<file path="config.mk">
export PLATFORM = sky130hd
export DESIGN_NAME = outreg_drain_ctrl
export DESIGN_NICKNAME = d
export VERILOG_FILES = /design/src/rtl/outreg_drain_ctrl_pkg.sv /design/src/rtl/outreg_drain_ctrl_rr_arbiter.sv /design/src/rtl/outreg_drain_ctrl.sv
export SDC_FILE = /design/constraint.sdc
export NUM_CORES = 1
export LEC_CHECK = 0
export BUFFER_PORTS_ARGS = -buffer_cell sky130_fd_sc_hd__buf_2
export CELL_PAD_IN_SITES_DETAIL_PLACEMENT = 0
export CELL_PAD_IN_SITES_GLOBAL_PLACEMENT = 1
export CORE_MARGIN = 2
export CORE_UTILIZATION = 39
export CTS_CLUSTER_DIAMETER = 60
export CTS_CLUSTER_SIZE = 14
export DETAILED_ROUTE_END_ITERATION = 8
export PLACE_DENSITY_LB_ADDON = 0.1
export SETUP_SLACK_MARGIN = 0.5
export SLEW_MARGIN = 20
export SYNTH_ARGS = -nofsm -noshare
export SYNTH_HDL_FRONTEND = slang
export SYNTH_SLANG_ARGS = --single-unit
</file>
<file path="constraint.sdc">
create_clock -name Clk -period 7.84 [get_ports Clk]
set_clock_uncertainty 0.2 [all_clocks]
set_input_delay 1.96 -clock Clk [delete_from_list [all_inputs] [get_ports Clk]]
set_output_delay 1.96 -clock Clk [all_outputs]
set_load 0.1 [all_outputs]
</file>
<file path="src/rtl/outreg_drain_ctrl_pkg.sv">
// ----------------------------------------------------------------------------
// outreg_ctrl_pkg
// Shared types and helpers for the output-register drain controller.
//   drain_state_t : job FSM states (IDLE, RUN, DONE)
//   rr_next()     : round-robin pointer advance with wrap at nreq
// ----------------------------------------------------------------------------
package outreg_ctrl_pkg;

    typedef enum logic [1:0] {
        IDLE = 2'd0,
        RUN  = 2'd1,
        DONE = 2'd2
    } drain_state_t;

    // Next round-robin pointer: one past the winner, wrapping to 0 at nreq.
    function automatic int unsigned rr_next(input int unsigned ptr, input int unsigned nreq);
        int unsigned nxt;
        if ((ptr + 32'd1) >= nreq) begin
            nxt = 32'd0;
        end else begin
            nxt = ptr + 32'd1;
        end
        return nxt;
    endfunction

endpackage

</file>
<file path="src/rtl/outreg_drain_ctrl_rr_arbiter.sv">
// ----------------------------------------------------------------------------
// rr_arbiter
// Purely combinational round-robin arbiter. The search starts at ptr and
// walks ptr, ptr+1, ... wrapping mod NREQ; the first valid requester wins.
// Ports:
//   req     in  NREQ  request vector
//   ptr     in  IW    highest-priority index this cycle
//   en      in  1     arbitration enable; no grant when low
//   gnt     out NREQ  one-hot grant (or zero)
//   gnt_idx out IW    index of the granted requester (0 when no grant)
// ----------------------------------------------------------------------------
module rr_arbiter #(
    parameter int NREQ = 4,
    parameter int IW   = $clog2(NREQ)
) (
    input  logic [NREQ-1:0] req,
    input  logic [IW-1:0]   ptr,
    input  logic            en,
    output logic [NREQ-1:0] gnt,
    output logic [IW-1:0]   gnt_idx
);

    // Rotating priority search; the found flag keeps the grant one-hot.
    always_comb begin
        logic          found;
        int            idx;
        logic [IW-1:0] sel;
        gnt     = '0;
        gnt_idx = '0;
        found   = 1'b0;
        idx     = 0;
        sel     = '0;
        for (int k = 0; k < NREQ; k++) begin
            idx = int'(ptr) + k;
            if (idx >= NREQ) begin
                idx = idx - NREQ;
            end else begin
                idx = idx;
            end
            sel = IW'(idx);
            if (en && !found && req[sel]) begin
                gnt[sel] = 1'b1;
                gnt_idx  = sel;
                found    = 1'b1;
            end else begin
                found = found;
            end
        end
    end

endmodule

</file>
<file path="src/rtl/outreg_drain_ctrl.sv">
// ----------------------------------------------------------------------------
// outreg_drain_ctrl
// Round-robin collector: arbitrates NREQ PE result streams into a single
// holding register, drains it on a valid/ready stream and counts words
// against a programmed job length, raising Done when the job has drained.
// Ports:
//   Clk, Reset                 clock, synchronous active-high reset
//   Start, Expected_Count      job start pulse and job length (words)
//   Req_Valid/Req_Data         per-PE result streams
//   Req_Grant                  combinational one-hot accept back to the PEs
//   Out_Valid/Out_Ready        output handshake; Out_Data/Out_Src payload
//   Busy, Done, Emitted_Count  job status
// ----------------------------------------------------------------------------
module outreg_drain_ctrl
    import outreg_ctrl_pkg::*;
#(
    parameter int DWIDTH = 32,
    parameter int NREQ   = 4,
    parameter int CWIDTH = 16,
    parameter int SW     = $clog2(NREQ)
) (
    input  logic                   Clk,
    input  logic                   Reset,
    input  logic                   Start,
    input  logic [CWIDTH-1:0]      Expected_Count,
    input  logic [NREQ-1:0]        Req_Valid,
    input  logic [NREQ*DWIDTH-1:0] Req_Data,
    output logic [NREQ-1:0]        Req_Grant,
    output logic                   Out_Valid,
    input  logic                   Out_Ready,
    output logic [DWIDTH-1:0]      Out_Data,
    output logic [SW-1:0]          Out_Src,
    output logic                   Busy,
    output logic                   Done,
    output logic [CWIDTH-1:0]      Emitted_Count
);

    drain_state_t      state_q,     state_d;
    logic [CWIDTH-1:0] expected_q,  expected_d;
    logic [CWIDTH-1:0] accepted_q,  accepted_d;
    logic [CWIDTH-1:0] emitted_q,   emitted_d;
    logic [SW-1:0]     ptr_q,       ptr_d;
    logic              out_valid_q, out_valid_d;
    logic [DWIDTH-1:0] out_data_q,  out_data_d;
    logic [SW-1:0]     out_src_q,   out_src_d;

    logic              slot_free_s;
    logic              arb_en_s;
    logic              drain_s;
    logic              grant_any_s;
    logic [NREQ-1:0]   gnt_s;
    logic [SW-1:0]     gnt_idx_s;
    logic [CWIDTH-1:0] emitted_inc_s;

    // Same-cycle drain and refill is allowed, so the slot is free when the
    // sink is taking the current word.
    assign slot_free_s   = !out_valid_q || Out_Ready;
    assign arb_en_s      = (state_q == RUN) && (accepted_q < expected_q) && slot_free_s;
    assign drain_s       = out_valid_q && Out_Ready;
    assign grant_any_s   = |gnt_s;
    assign emitted_inc_s = emitted_q + CWIDTH'(1'b1);

    rr_arbiter #(
        .NREQ (NREQ),
        .IW   (SW)
    ) u_arb (
        .req     (Req_Valid),
        .ptr     (ptr_q),
        .en      (arb_en_s),
        .gnt     (gnt_s),
        .gnt_idx (gnt_idx_s)
    );

    // Next-state logic for FSM, counters, RR pointer and holding register.
    always_comb begin
        state_d     = state_q;
        expected_d  = expected_q;
        accepted_d  = accepted_q;
        emitted_d   = emitted_q;
        ptr_d       = ptr_q;
        out_valid_d = out_valid_q;
        out_data_d  = out_data_q;
        out_src_d   = out_src_q;

        case (state_q)
            IDLE, DONE: begin
                if (Start) begin
                    expected_d = Expected_Count;
                    accepted_d = '0;
                    emitted_d  = '0;
                    if (Expected_Count == '0) begin
                        state_d = DONE;
                    end else begin
                        state_d = RUN;
                    end
                end else begin
                    state_d = state_q;
                end
            end
            RUN: begin
                if (grant_any_s) begin
                    accepted_d = accepted_q + CWIDTH'(1'b1);
                end else begin
                    accepted_d = accepted_q;
                end
                if (drain_s) begin
                    emitted_d = emitted_inc_s;
                    // Every granted word is drained before the count can match,
                    // so the holding register is empty on entry to DONE.
                    if (emitted_inc_s == expected_q) begin
                        state_d = DONE;
                    end else begin
                        state_d = RUN;
                    end
                end else begin
                    emitted_d = emitted_q;
                end
            end
            default: begin
                state_d = IDLE;
            end
        endcase

        // Holding register: load on grant, empty only on drain without refill.
        if (grant_any_s) begin
            out_valid_d = 1'b1;
            out_data_d  = Req_Data[int'(gnt_idx_s)*DWIDTH +: DWIDTH];
            out_src_d   = gnt_idx_s;
            ptr_d       = SW'(rr_next(int'(gnt_idx_s), NREQ));
        end else if (drain_s) begin
            out_valid_d = 1'b0;
        end else begin
            out_valid_d = out_valid_q;
        end
    end

    // State registers with synchronous reset that drops any held word.
    always_ff @(posedge Clk) begin
        if (Reset) begin
            state_q     <= IDLE;
            expected_q  <= '0;
            accepted_q  <= '0;
            emitted_q   <= '0;
            ptr_q       <= '0;
            out_valid_q <= 1'b0;
            out_data_q  <= '0;
            out_src_q   <= '0;
        end else begin
            state_q     <= state_d;
            expected_q  <= expected_d;
            accepted_q  <= accepted_d;
            emitted_q   <= emitted_d;
            ptr_q       <= ptr_d;
            out_valid_q <= out_valid_d;
            out_data_q  <= out_data_d;
            out_src_q   <= out_src_d;
        end
    end

    assign Req_Grant     = gnt_s;
    assign Out_Valid     = out_valid_q;
    assign Out_Data      = out_data_q;
    assign Out_Src       = out_src_q;
    assign Busy          = (state_q == RUN);
    assign Done          = (state_q == DONE);
    assign Emitted_Count = emitted_q;

endmodule

</file>
==> metrics.csv, run 1 <==
stage,metric,value,unit
outcome,outcome,finished clean,
power,comb_power_share,0.411,
cells_and_area,nets,1119,
floorplanning,initial_utilization,0.3954,
placed_design,place_area,7069,um2
grt,use_met2,0.4074,
floorplanning,dieWidth,127.5,um
sta,slew_viol_final,0,
job,max-cap-violations,0,
sta,rsz0062_at_grt,no,
min_path,hold_class,register to register,
logic_synthesis,avgSynthCellArea,7.720,um2
floorplanning,dieArea,16250,um2
logic_synthesis,yosys.cell_types.count,63,
power,ir_drop,0.08945,mV
logic_synthesis,ys_seq_area_frac,0.2930,
cts,cts_buffers,9,
routing,drtIter0Drc,387,
logic_synthesis,synth_edf_count,0,
sta,hold_ws,0.2605,ns
placed_design,gp_congestion,0.8837,
cells_and_area,finalInstanceArea,7380,um2
routing,via_per_inst,5.608,
logic_synthesis,syn_nets,946,
cells_and_area,area_delta_synth_final,24.14,%
cts,cts_root_buf,clkbuf_16,
logic_synthesis,synth_top_area_frac,0.2930,
worst_setup_path,crit_chain,buf_2 -> mux4_2 -> nor2b_1 -> a22oi_1 -> o21ai_0 -> a21oi_1 -> nor2_1 -> buf_2,
cells_and_area,drive_gt1_frac,0.2595,
worst_setup_path,cp_slowest_stage_delay,0.62,ns
grt,met1_usage,0.2966,
floorplanning,die_h,127.5,um
sta,setup_tns,0,ns
grt,globalRouteOverflowTotal,0,
sta,tightest_slew,1.039,ns
min_path,hold_end,Out_Data[7],
cts,post-cts-setup-buffers,0,
cts,cts_sinks,87,
min_path,min_path_cells,1,
worst_setup_path,crit_path_start_kind,primary input,
sta,hold_viol,0,
floorplanning,core-area,15030,um2
placed_design,dp_hpwl,14.97,mm
routing,drt_wl_total,19.55,mm
power,power.net_switching,0.6780,mW
cts,htreeDepth,3,
worst_setup_path,cp_top_family,multiplexers,
cts,worstSkewPairLatency,0.34,ns
worst_setup_path,reg2reg_to,Out_Data[18],
floorplanning,io_pins,209,
worst_setup_path,crit_type,primary input to output port,
power,cellPowerDensity,218.3,nW/um2
worst_setup_path,required,5.68,ns
worst_setup_path,arrival,3.99,ns
routing,vias,6371,
routing,routedWlPerCell,17.21,um
logic_synthesis,syn_inst,770,
floorplanning,fp-row-count,45,
worst_setup_path,r2r_cells,9,
power,p_int,0.9331,mW
sta,fmax,162.5,MHz
cts,cts_tree,built,
logic_synthesis,yosysTopAreaCell,dfxtp_1,
power,p_leak,3.266,nW
routing,dr.pass1.iters,5,
logic_synthesis,synth_most_common_cell,nand2_1,
logic_synthesis,async_reset_ff_frac,0,
worst_setup_path,path_buf_inv,2,
worst_setup_path,crit_fanout,13,
grt,grt_max_degree,47,
cts,cts-resized-gates,0,
worst_setup_path,cpMaxStageDelayCell,mux4_2,
power,pwr-share-seq,0.313,
grt,antenna_found_initial,0,
worst_setup_path,end_kind,output port,
logic_synthesis,yosysWarnings,0,
logic_synthesis,synthTopCellsByCount,"133 x nand2_1, 87 x dfxtp_1, 58 x inv_1, 54 x a21oi_1, 48 x nor2_1",
sta,fin_crit_sh,0.7847,
sta,period_needed,6.152,ns
cts,cts_hold_buffers,0,
sta,setup_viol_count_final,0,
power,switching_share,0.4208,
sta,slew-limit-headroom,0.3032,
worst_setup_path,path_common_cell,buf_2,
cells_and_area,num_antenna_cells,0,
grt,grt_usage,0.2355,
min_path,min_from,Out_Data[7],
grt,grt_use_met3,0.03601,
routing,drc,0,
logic_synthesis,netlist_area,5944,um2
logic_synthesis,synth.area.top_cells,"dfxtp_1 29%, nand2_1 8.4%, mux2i_1 6.7%, a32o_1 5.4%, ha_1 5.1%",
grt,grt_pass1_vias,6121,
logic_synthesis,ys_ff_latch,87,
grt,grt_pass1_wl,30.87,mm
power,pwr-share-clk,0.276,
cts,clk_pin_slew,0.06,ns
routing,antenna_left,0,
worst_setup_path,r2r_start,ptr_q[0],
cts,cts_buffer_depth,2,
worst_setup_path,regToRegSetupSlack,3.27,ns
placed_design,io_buffers,208,
grt,grt-busiest-layer,met2,
logic_synthesis,synth_flop_cell,dfxtp_1,
## power by group through the flow
| stage | registers, mW | logic, mW | clock network, mW |
|---|---|---|---|
| after floorplan | 0.689 | 0.336 | 0 |
| after global placement | 0.512 | 0.658 | 0 |
| after detailed placement | 0.514 | 0.663 | 0 |
| after CTS | 0.504 | 0.665 | 0.458 |
| after global routing | 0.508 | 0.710 | 0.477 |
| final | 0.504 | 0.663 | 0.445 |
## registers in the layout, indices dropped and copies added, names as in the netlist
register	count
Emitted_Count	16
Out_Data	32
Out_Src	2
Out_Valid	1
accepted_q	16
expected_q	16
ptr_q	2
state_q	2
## worst reg2reg max path, delay by kind of cell, from the launching register on
| kind | cells | cell delay, ns |
|---|---|---|
| AO/OA/AOI/OAI | 3 | 1.34 |
| adder cells (fa/ha/maj) | 1 | 0.42 |
| buffers and inverters | 2 | 0.77 |
| flip-flops | 1 | 0.66 |
| multiplexers | 2 | 1.00 |
| AND/OR/NAND/NOR | 1 | 0.08 |
## metrics by stage
stage / power, mW / utilization / instances / setup WS, ns
3_5_place_dp: 1.177 / 0.4702 / 1120 / 1.745
3_3_place_gp: 1.170 / 0.4702 / 1120 / 1.828
5_1_grt: 1.695 / 0.4909 / 1136 / 1.614
2_1_floorplan: 1.025 / - / 770 / 1.115
4_1_cts: 1.627 / 0.4909 / 1136 / 1.748
6_report: 1.611 / 0.4909 / 1136 / 1.688
## layout by cell type, fill, tap and decap left out, drive strengths merged, types with 5 or more instances in the layout
cell	synthesis	final
buf	17	216
nand2	133	133
dfxtp	87	87
inv	58	58
a21oi	54	54
nor2	48	48
mux2i	40	40
o21ai	35	35
o221ai	32	32
a32o	32	32
ha	24	24
nand3	18	18
nor3	13	13
clkbuf	37	12
and3	11	11
nand2b	9	9
xnor2	9	9
nor2b	8	8
or3	8	8
nand4	6	6
a22oi	6	6
and2	6	6
nor4	5	5
or4	5	5
## per-layer routing
layer	share of wire	up-vias	wire length (um)
met5	0	-	0
met4	0.020	0	395
met2	0.49	216	9497
met3	0.060	27	1169
met1	0.43	2989	8491
li1	-	3139	-
## layout make-up
cell class,count,area (um2)
well taps,188,235.2
clock buffers,12,256.5
flip-flops and latches,87,1742
multi-input cells,570,3770
clock inverters,4,53.80
inverters,59,221.5
fillers,1532,7654
repair buffers,216,1101
## worst max-delay path by stage
stage          cells after the start          from      endpoint
2_1_floorplan                      7  Req_Valid[2]  Req_Grant[3]
6_report                           8  Req_Valid[2]  Req_Grant[2]
3_3_place_gp                       7  Req_Valid[2]  Req_Grant[0]
5_1_grt                            8  Req_Valid[2]  Req_Grant[2]
4_1_cts                            8  Req_Valid[2]  Req_Grant[2]
3_5_place_dp                       8  Req_Valid[2]  Req_Grant[2]
## cell families after synthesis
logic type	synth area share
xor+xnor	0.01915
buf+inv	0.07704
mux	0.08440
fa+ha+maj	0.05052
compound gates	0.2465
simple gates	0.2294
flops	0.2930
Power figures use the tool's default switching activity.
==> inputs of run 2 (changes only) <==
--- a/config.mk
+++ b/config.mk
@@ -9,7 +9,7 @@
 export CELL_PAD_IN_SITES_DETAIL_PLACEMENT = 0
 export CELL_PAD_IN_SITES_GLOBAL_PLACEMENT = 1
 export CORE_MARGIN = 2
-export CORE_UTILIZATION = 39
+export CORE_UTILIZATION = 36
 export CTS_CLUSTER_DIAMETER = 60
 export CTS_CLUSTER_SIZE = 14
 export DETAILED_ROUTE_END_ITERATION = 8
==> constraint.sdc (replaced) <==
create_clock -name Clk -period 5.7 [get_ports Clk]
set_clock_uncertainty 0.2 [all_clocks]
set_input_delay 1.425 -clock Clk [delete_from_list [all_inputs] [get_ports Clk]]
set_output_delay 1.425 -clock Clk [all_outputs]
set_load 0.1 [all_outputs]
==> metrics.csv, run 2 (synthesized netlist as in run 1, its figures left out) <==
stage,metric,value,unit
sta,hold_ws,0.2631,ns
cts,cts_sinks,87,
min_path,hold_class,register to register,
grt,grt_pass1_wl,31.88,mm
cells_and_area,nets,1122,
routing,antenna_left,0,
placed_design,io_buffers,208,
cts,cts_buffer_depth,2,
sta,slew_viol_final,0,
cts,cts_root_buf,clkbuf_16,
worst_setup_path,crit_type,primary input to output port,
cells_and_area,final_cell_mix,"205 x buf_2, 133 x nand2_1, 87 x dfxtp_1, 58 x inv_1, 53 x a21oi_1",
cells_and_area,largest_reg_flops,32,
floorplanning,io_pins,209,
grt,antenna_found_initial,2,
floorplanning,dieArea,17560,um2
routing,vias,6348,
outcome,outcome,finished clean,
sta,setup_viol_count_final,0,
job,max-cap-violations,0,
sta,tightest_slew,0.9456,ns
worst_setup_path,end_kind,output port,
cts,cts_tree,built,
floorplanning,core-area,16000,um2
sta,fmax,199.7,MHz
routing,drc,0,
placed_design,dp_hpwl,14.77,mm
routing,routedWlPerCell,17.03,um
grt,grt_pass1_vias,6141,
cts,clk_pin_slew,0.07,ns
power,cellPowerDensity,293.5,nW/um2
sta,rsz0062_at_grt,no,
sta,fin_crit_sh,0.8786,
cts,worstSkewPairLatency,0.35,ns
cts,post-cts-setup-buffers,0,
power,fin_total_pwr,2.188,mW
worst_setup_path,crit_fanout,13,
placed_design,gp_congestion,0.8504,
cts,htreeDepth,3,
worst_setup_path,regToRegSetupSlack,1.44,ns
routing,via_per_inst,5.430,
floorplanning,fp-row-count,46,
worst_setup_path,cp_slowest_stage_delay,0.62,ns
worst_setup_path,crit_chain,buf_2 -> mux4_2 -> nor4b_4 -> a221o_1 -> a31oi_1 -> nor2_2 -> buf_2,
sta,setup_tns,0,ns
floorplanning,initial_utilization,0.3715,
power,p_leak,3.277,nW
cells_and_area,drive_gt1_frac,0.2650,
cells_and_area,area_delta_synth_final,25.38,%
worst_setup_path,crit_path_start_kind,primary input,
sta,hold_viol,0,
worst_setup_path,cp_top_family,multiplexers,
worst_setup_path,path_common_cell,buf_2,
grt,grt_usage,0.2233,
power,ir_drop,0.1608,mV
worst_setup_path,cpMaxStageDelayCell,mux4_2,
grt,globalRouteOverflowTotal,0,
cts,cts_hold_buffers,0,
sta,slew-limit-headroom,0.3696,
cells_and_area,layout_commonest_cell,buf_2,
floorplanning,dieWidth,132.5,um
cts,cts-resized-gates,0,
sta,period_needed,5.008,ns
worst_setup_path,required,4.07,ns
routing,drt_wl_total,19.91,mm
routing,dr.pass1.iters,5,
grt,grt_max_degree,53,
worst_setup_path,path_buf_inv,2,
routing,drtIter0Drc,425,
cells_and_area,post-route-util,0.4658,
cts,cts_buffers,9,
worst_setup_path,arrival,3.38,ns
floorplanning,die_h,132.5,um
run 2: stage by stage:
| stage | worst slack [ns] | area [um2] | instances |
|---|---|---|---|
| 6_report | 0.6921 | 7453 | 1169 |
| 5_1_grt | 0.5047 | 7453 | 1169 |
| 4_1_cts | 0.7069 | 7443 | 1167 |
| 3_5_place_dp | 0.7141 | 7166 | 1151 |
| 3_3_place_gp | 0.6960 | 7166 | 1151 |
| 2_1_floorplan | 0.6435 | 5956 | 770 |
run 2: final timing paths:
| check | from | endpoint | cells after the start |
|---|---|---|---|
| worst max-delay path | Req_Valid[2] | Req_Grant[0] | 7 |
| worst min-delay path | Out_Data[29] | Out_Data[29] | 1 |
| worst max register to register | ptr_q[1] | accepted_q[8] | 9 |
| worst min register to register | Out_Data[29] | Out_Data[29] | 1 |
run 2: area by class of cell:
cell class,count,area (um2)
Clock buffer,13,260.3
Antenna cell,2,5.005
Inverter,59,221.5
Multi-Input combinational cell,570,3781
Timing Repair Buffer,219,1156
Sequential cell,87,1742
Clock inverter,3,17.52
Fill cell,1678,8547
Tap cell,216,270.3
run 2: layer usage:
layer,wire length [um],track usage,up-vias
met4,395,0.07646,0
met1,9163,0.2962,3001
li1,-,-,3148
met3,992,0.03755,23
met2,9361,0.3676,176
met5,0,0,-
run 2: where the power goes:
| group | leakage (nW) | switching (mW) | internal [mW] | total [mW] |
|---|---|---|---|---|
| combinational | 2.43 | 0.656 | 0.276 | 0.931 |
| clock | 0.136 | 0.251 | 0.318 | 0.570 |
| sequential | 0.707 | 0.0315 | 0.655 | 0.686 |
| total | 3.28 | 0.938 | 1.25 | 2.19 |
==> inputs of run 3 (changes only) <==
--- a/config.mk
+++ b/config.mk
@@ -9,7 +9,7 @@
 export CELL_PAD_IN_SITES_DETAIL_PLACEMENT = 0
 export CELL_PAD_IN_SITES_GLOBAL_PLACEMENT = 1
 export CORE_MARGIN = 2
-export CORE_UTILIZATION = 36
+export CORE_UTILIZATION = 33
 export CTS_CLUSTER_DIAMETER = 60
 export CTS_CLUSTER_SIZE = 14
 export DETAILED_ROUTE_END_ITERATION = 8
==> constraint.sdc (replaced) <==
create_clock -name Clk -period 4.26 [get_ports Clk]
set_clock_uncertainty 0.2 [all_clocks]
set_input_delay 1.065 -clock Clk [delete_from_list [all_inputs] [get_ports Clk]]
set_output_delay 1.065 -clock Clk [all_outputs]
set_load 0.1 [all_outputs]
==> metrics.csv, run 3 (synthesized netlist as in run 1, its figures left out) <==
stage,metric,value,unit
outcome,outcome,finished clean,
job,max-cap-violations,0,
grt,grt_usage,0.2021,
power,ir_drop,0.1982,mV
placed_design,io_buffers,208,
sta,hold_viol,0,
worst_setup_path,r2r_start,ptr_q[1],
worst_setup_path,r2r_cells,11,
sta,tightest_slew,0.7786,ns
min_path,hold_class,register to register,
sta,setup_viol_count_final,0,
grt,globalRouteOverflowTotal,0,
routing,dr.pass1.iters,4,
worst_setup_path,crit_fanout,7,
floorplanning,die_h,138.2,um
placed_design,gp_congestion,0.8432,
worst_setup_path,required,2.99,ns
cells_and_area,finalInstanceArea,7779,um2
sta,period_needed,3.919,ns
cells_and_area,layout_commonest_cell,buf_2,
floorplanning,initial_utilization,0.3332,
worst_setup_path,critPathCapture,Req_Grant[1],
cells_and_area,drive_gt1_frac,0.2896,
cells_and_area,final_cell_mix,"200 x buf_2, 132 x nand2_1, 87 x dfxtp_1, 56 x inv_1, 51 x a21oi_1",
worst_setup_path,worst-path-stages,9,
placed_design,place_area,7327,um2
cells_and_area,multi_input_area,3852,um2
routing,via_per_inst,5.307,
worst_setup_path,crit_path_start_kind,primary input,
grt,antenna_found_initial,0,
sta,rsz0062_at_grt,yes,
sta,fin_crit_sh,0.9199,
floorplanning,io_pins,209,
cells_and_area,nets,1138,
worst_setup_path,cp_top_family,multiplexers,
floorplanning,dieArea,19100,um2
cts,cts_buffer_depth,2,
worst_setup_path,critical_path.startpoint,Req_Valid[2],
worst_setup_path,crit_chain,buf_8 -> mux4_2 -> buf_6 -> nor2b_4 -> a22oi_1 -> o21ai_1 -> a21oi_2 -> nor2_4 -> buf_12,
sta,fmax,255.2,MHz
worst_setup_path,end_kind,output port,
worst_setup_path,regToRegSetupSlack,0.57,ns
grt,grt_pass1_wl,31.89,mm
cts,cts_root_buf,clkbuf_16,
routing,drtIter0Drc,311,
sta,slew_viol_final,0,
routing,drt_wl_total,20.11,mm
worst_setup_path,arrival,2.65,ns
routing,drc,0,
grt,grt_pass1_vias,6241,
cells_and_area,fill_cells,1799,
cts,worstSkewPairLatency,0.35,ns
floorplanning,dieWidth,138.2,um
cells_and_area,seq_area,1742,um2
cts,clk_pin_slew,0.06,ns
grt,grt_max_degree,65,
sta,setup_tns,0,ns
cts,cts_hold_buffers,0,
worst_setup_path,path_buf_inv,3,
routing,routedWlPerCell,16.81,um
worst_setup_path,crit_type,primary input to output port,
worst_setup_path,cpMaxStageDelayCell,mux4_2,
power,cellPowerDensity,397.5,nW/um2
floorplanning,core-area,17840,um2
cells_and_area,area_delta_synth_final,30.86,%
routing,vias,6347,
power,p_leak,3.402,nW
worst_setup_path,reg2reg_to,accepted_q[4],
routing,antenna_left,0,
cells_and_area,num_antenna_cells,0,
cts,cts_sinks,87,
worst_setup_path,cp_slowest_stage_delay,0.56,ns
placed_design,dp_hpwl,15.07,mm
floorplanning,fp-row-count,49,
sta,slew-limit-headroom,0.4790,
cts,htreeDepth,3,
cts,cts_tree,built,
cts,cts_buffers,9,
cells_and_area,largest_reg_flops,32,
==> run 3: changes by cell type in the layout (fill, tap and decap cells not counted), moves of 3 or more <==
| cell | delta |
|---|---|
| nor2_4 | +3 |
| buf_4 | +13 |
| nor2_2 | -3 |
| o21ai_1 | +3 |
| buf_6 | +4 |
| buf_12 | +5 |
| buf_2 | -5 |
| o21ai_0 | -3 |
==> run 3: worst min path at each step <==
stage,startpoint,end,slack [ns],cells after the start
after floorplan,expected_q[7],expected_q[7],0.24,2
after global placement,Out_Data[27],Out_Data[27],0.25,1
after detailed placement,Out_Data[27],Out_Data[27],0.25,1
after CTS,Out_Data[17],Out_Data[17],0.26,1
after global routing,Out_Data[27],Out_Data[27],0.28,1
final,Out_Data[17],Out_Data[17],0.26,1
==> run 3: per-layer routing <==
| metal | wire (um) | vias up | global-route usage | share of wire |
|---|---|---|---|---|
| li1 | - | 3178 | - | - |
| met1 | 9084 | 2971 | 0.2550 | 0.45 |
| met2 | 9792 | 176 | 0.3544 | 0.49 |
| met3 | 930 | 22 | 0.04122 | 0.046 |
| met4 | 302 | 0 | 0.04887 | 0.015 |
| met5 | 0 | - | 0 | 0 |
==> run 3: report_power, final <==
part / leakage, nW / internal, mW / switching (mW)
Sequential: 0.707 / 0.876 / 0.0429
Clock: 0.146 / 0.472 / 0.353
Combinational: 2.55 / 0.437 / 0.912
==> run 3: area by class of cell <==
cell class,instances,area share
multi-input cells,570,0.4953
flip-flops and latches,87,0.2239
repair buffers,235,0.1766
well taps,229,0.03683
clock buffers,11,0.03120
inverters,59,0.02895
clock inverters,5,0.007238
==> run 3: through the flow <==
| step | power, mW | instances | worst slack, ns | util | hold WS (ns) |
|---|---|---|---|---|---|
| 5_1_grt | 3.244 | 1196 | 0.2732 | 0.4360 | 0.2777 |
| 6_report | 3.092 | 1196 | 0.3413 | 0.4360 | 0.2609 |
| 3_3_place_gp | 2.213 | 1170 | 0.1980 | 0.4107 | 0.2465 |
| 4_1_cts | 3.102 | 1194 | 0.3390 | 0.4344 | 0.2649 |
| 2_1_floorplan | 1.906 | 770 | 0.3350 | - | 0.2442 |
| 3_5_place_dp | 2.227 | 1170 | 0.1725 | 0.4107 | 0.2486 |
==> run 3: worst register-to-register path: cells and delay by family, from the launching register on <==
| family | cells | cell delay, ns |
|---|---|---|
| AO/OA/AOI/OAI | 2 | 0.70 |
| adder cells (fa/ha/maj) | 1 | 0.30 |
| buffers and inverters | 3 | 0.39 |
| flip-flops | 1 | 0.35 |
| multiplexers | 1 | 0.60 |
| AND/OR/NAND/NOR | 4 | 1.11 |
==> run 3: what timing repair did <==
item,in CTS,in global routing
endpoints found under the hold margin,0,0
pin swaps,6,1
setup endpoints to repair,4,12
resized for setup,15,6
setup buffers,8,2
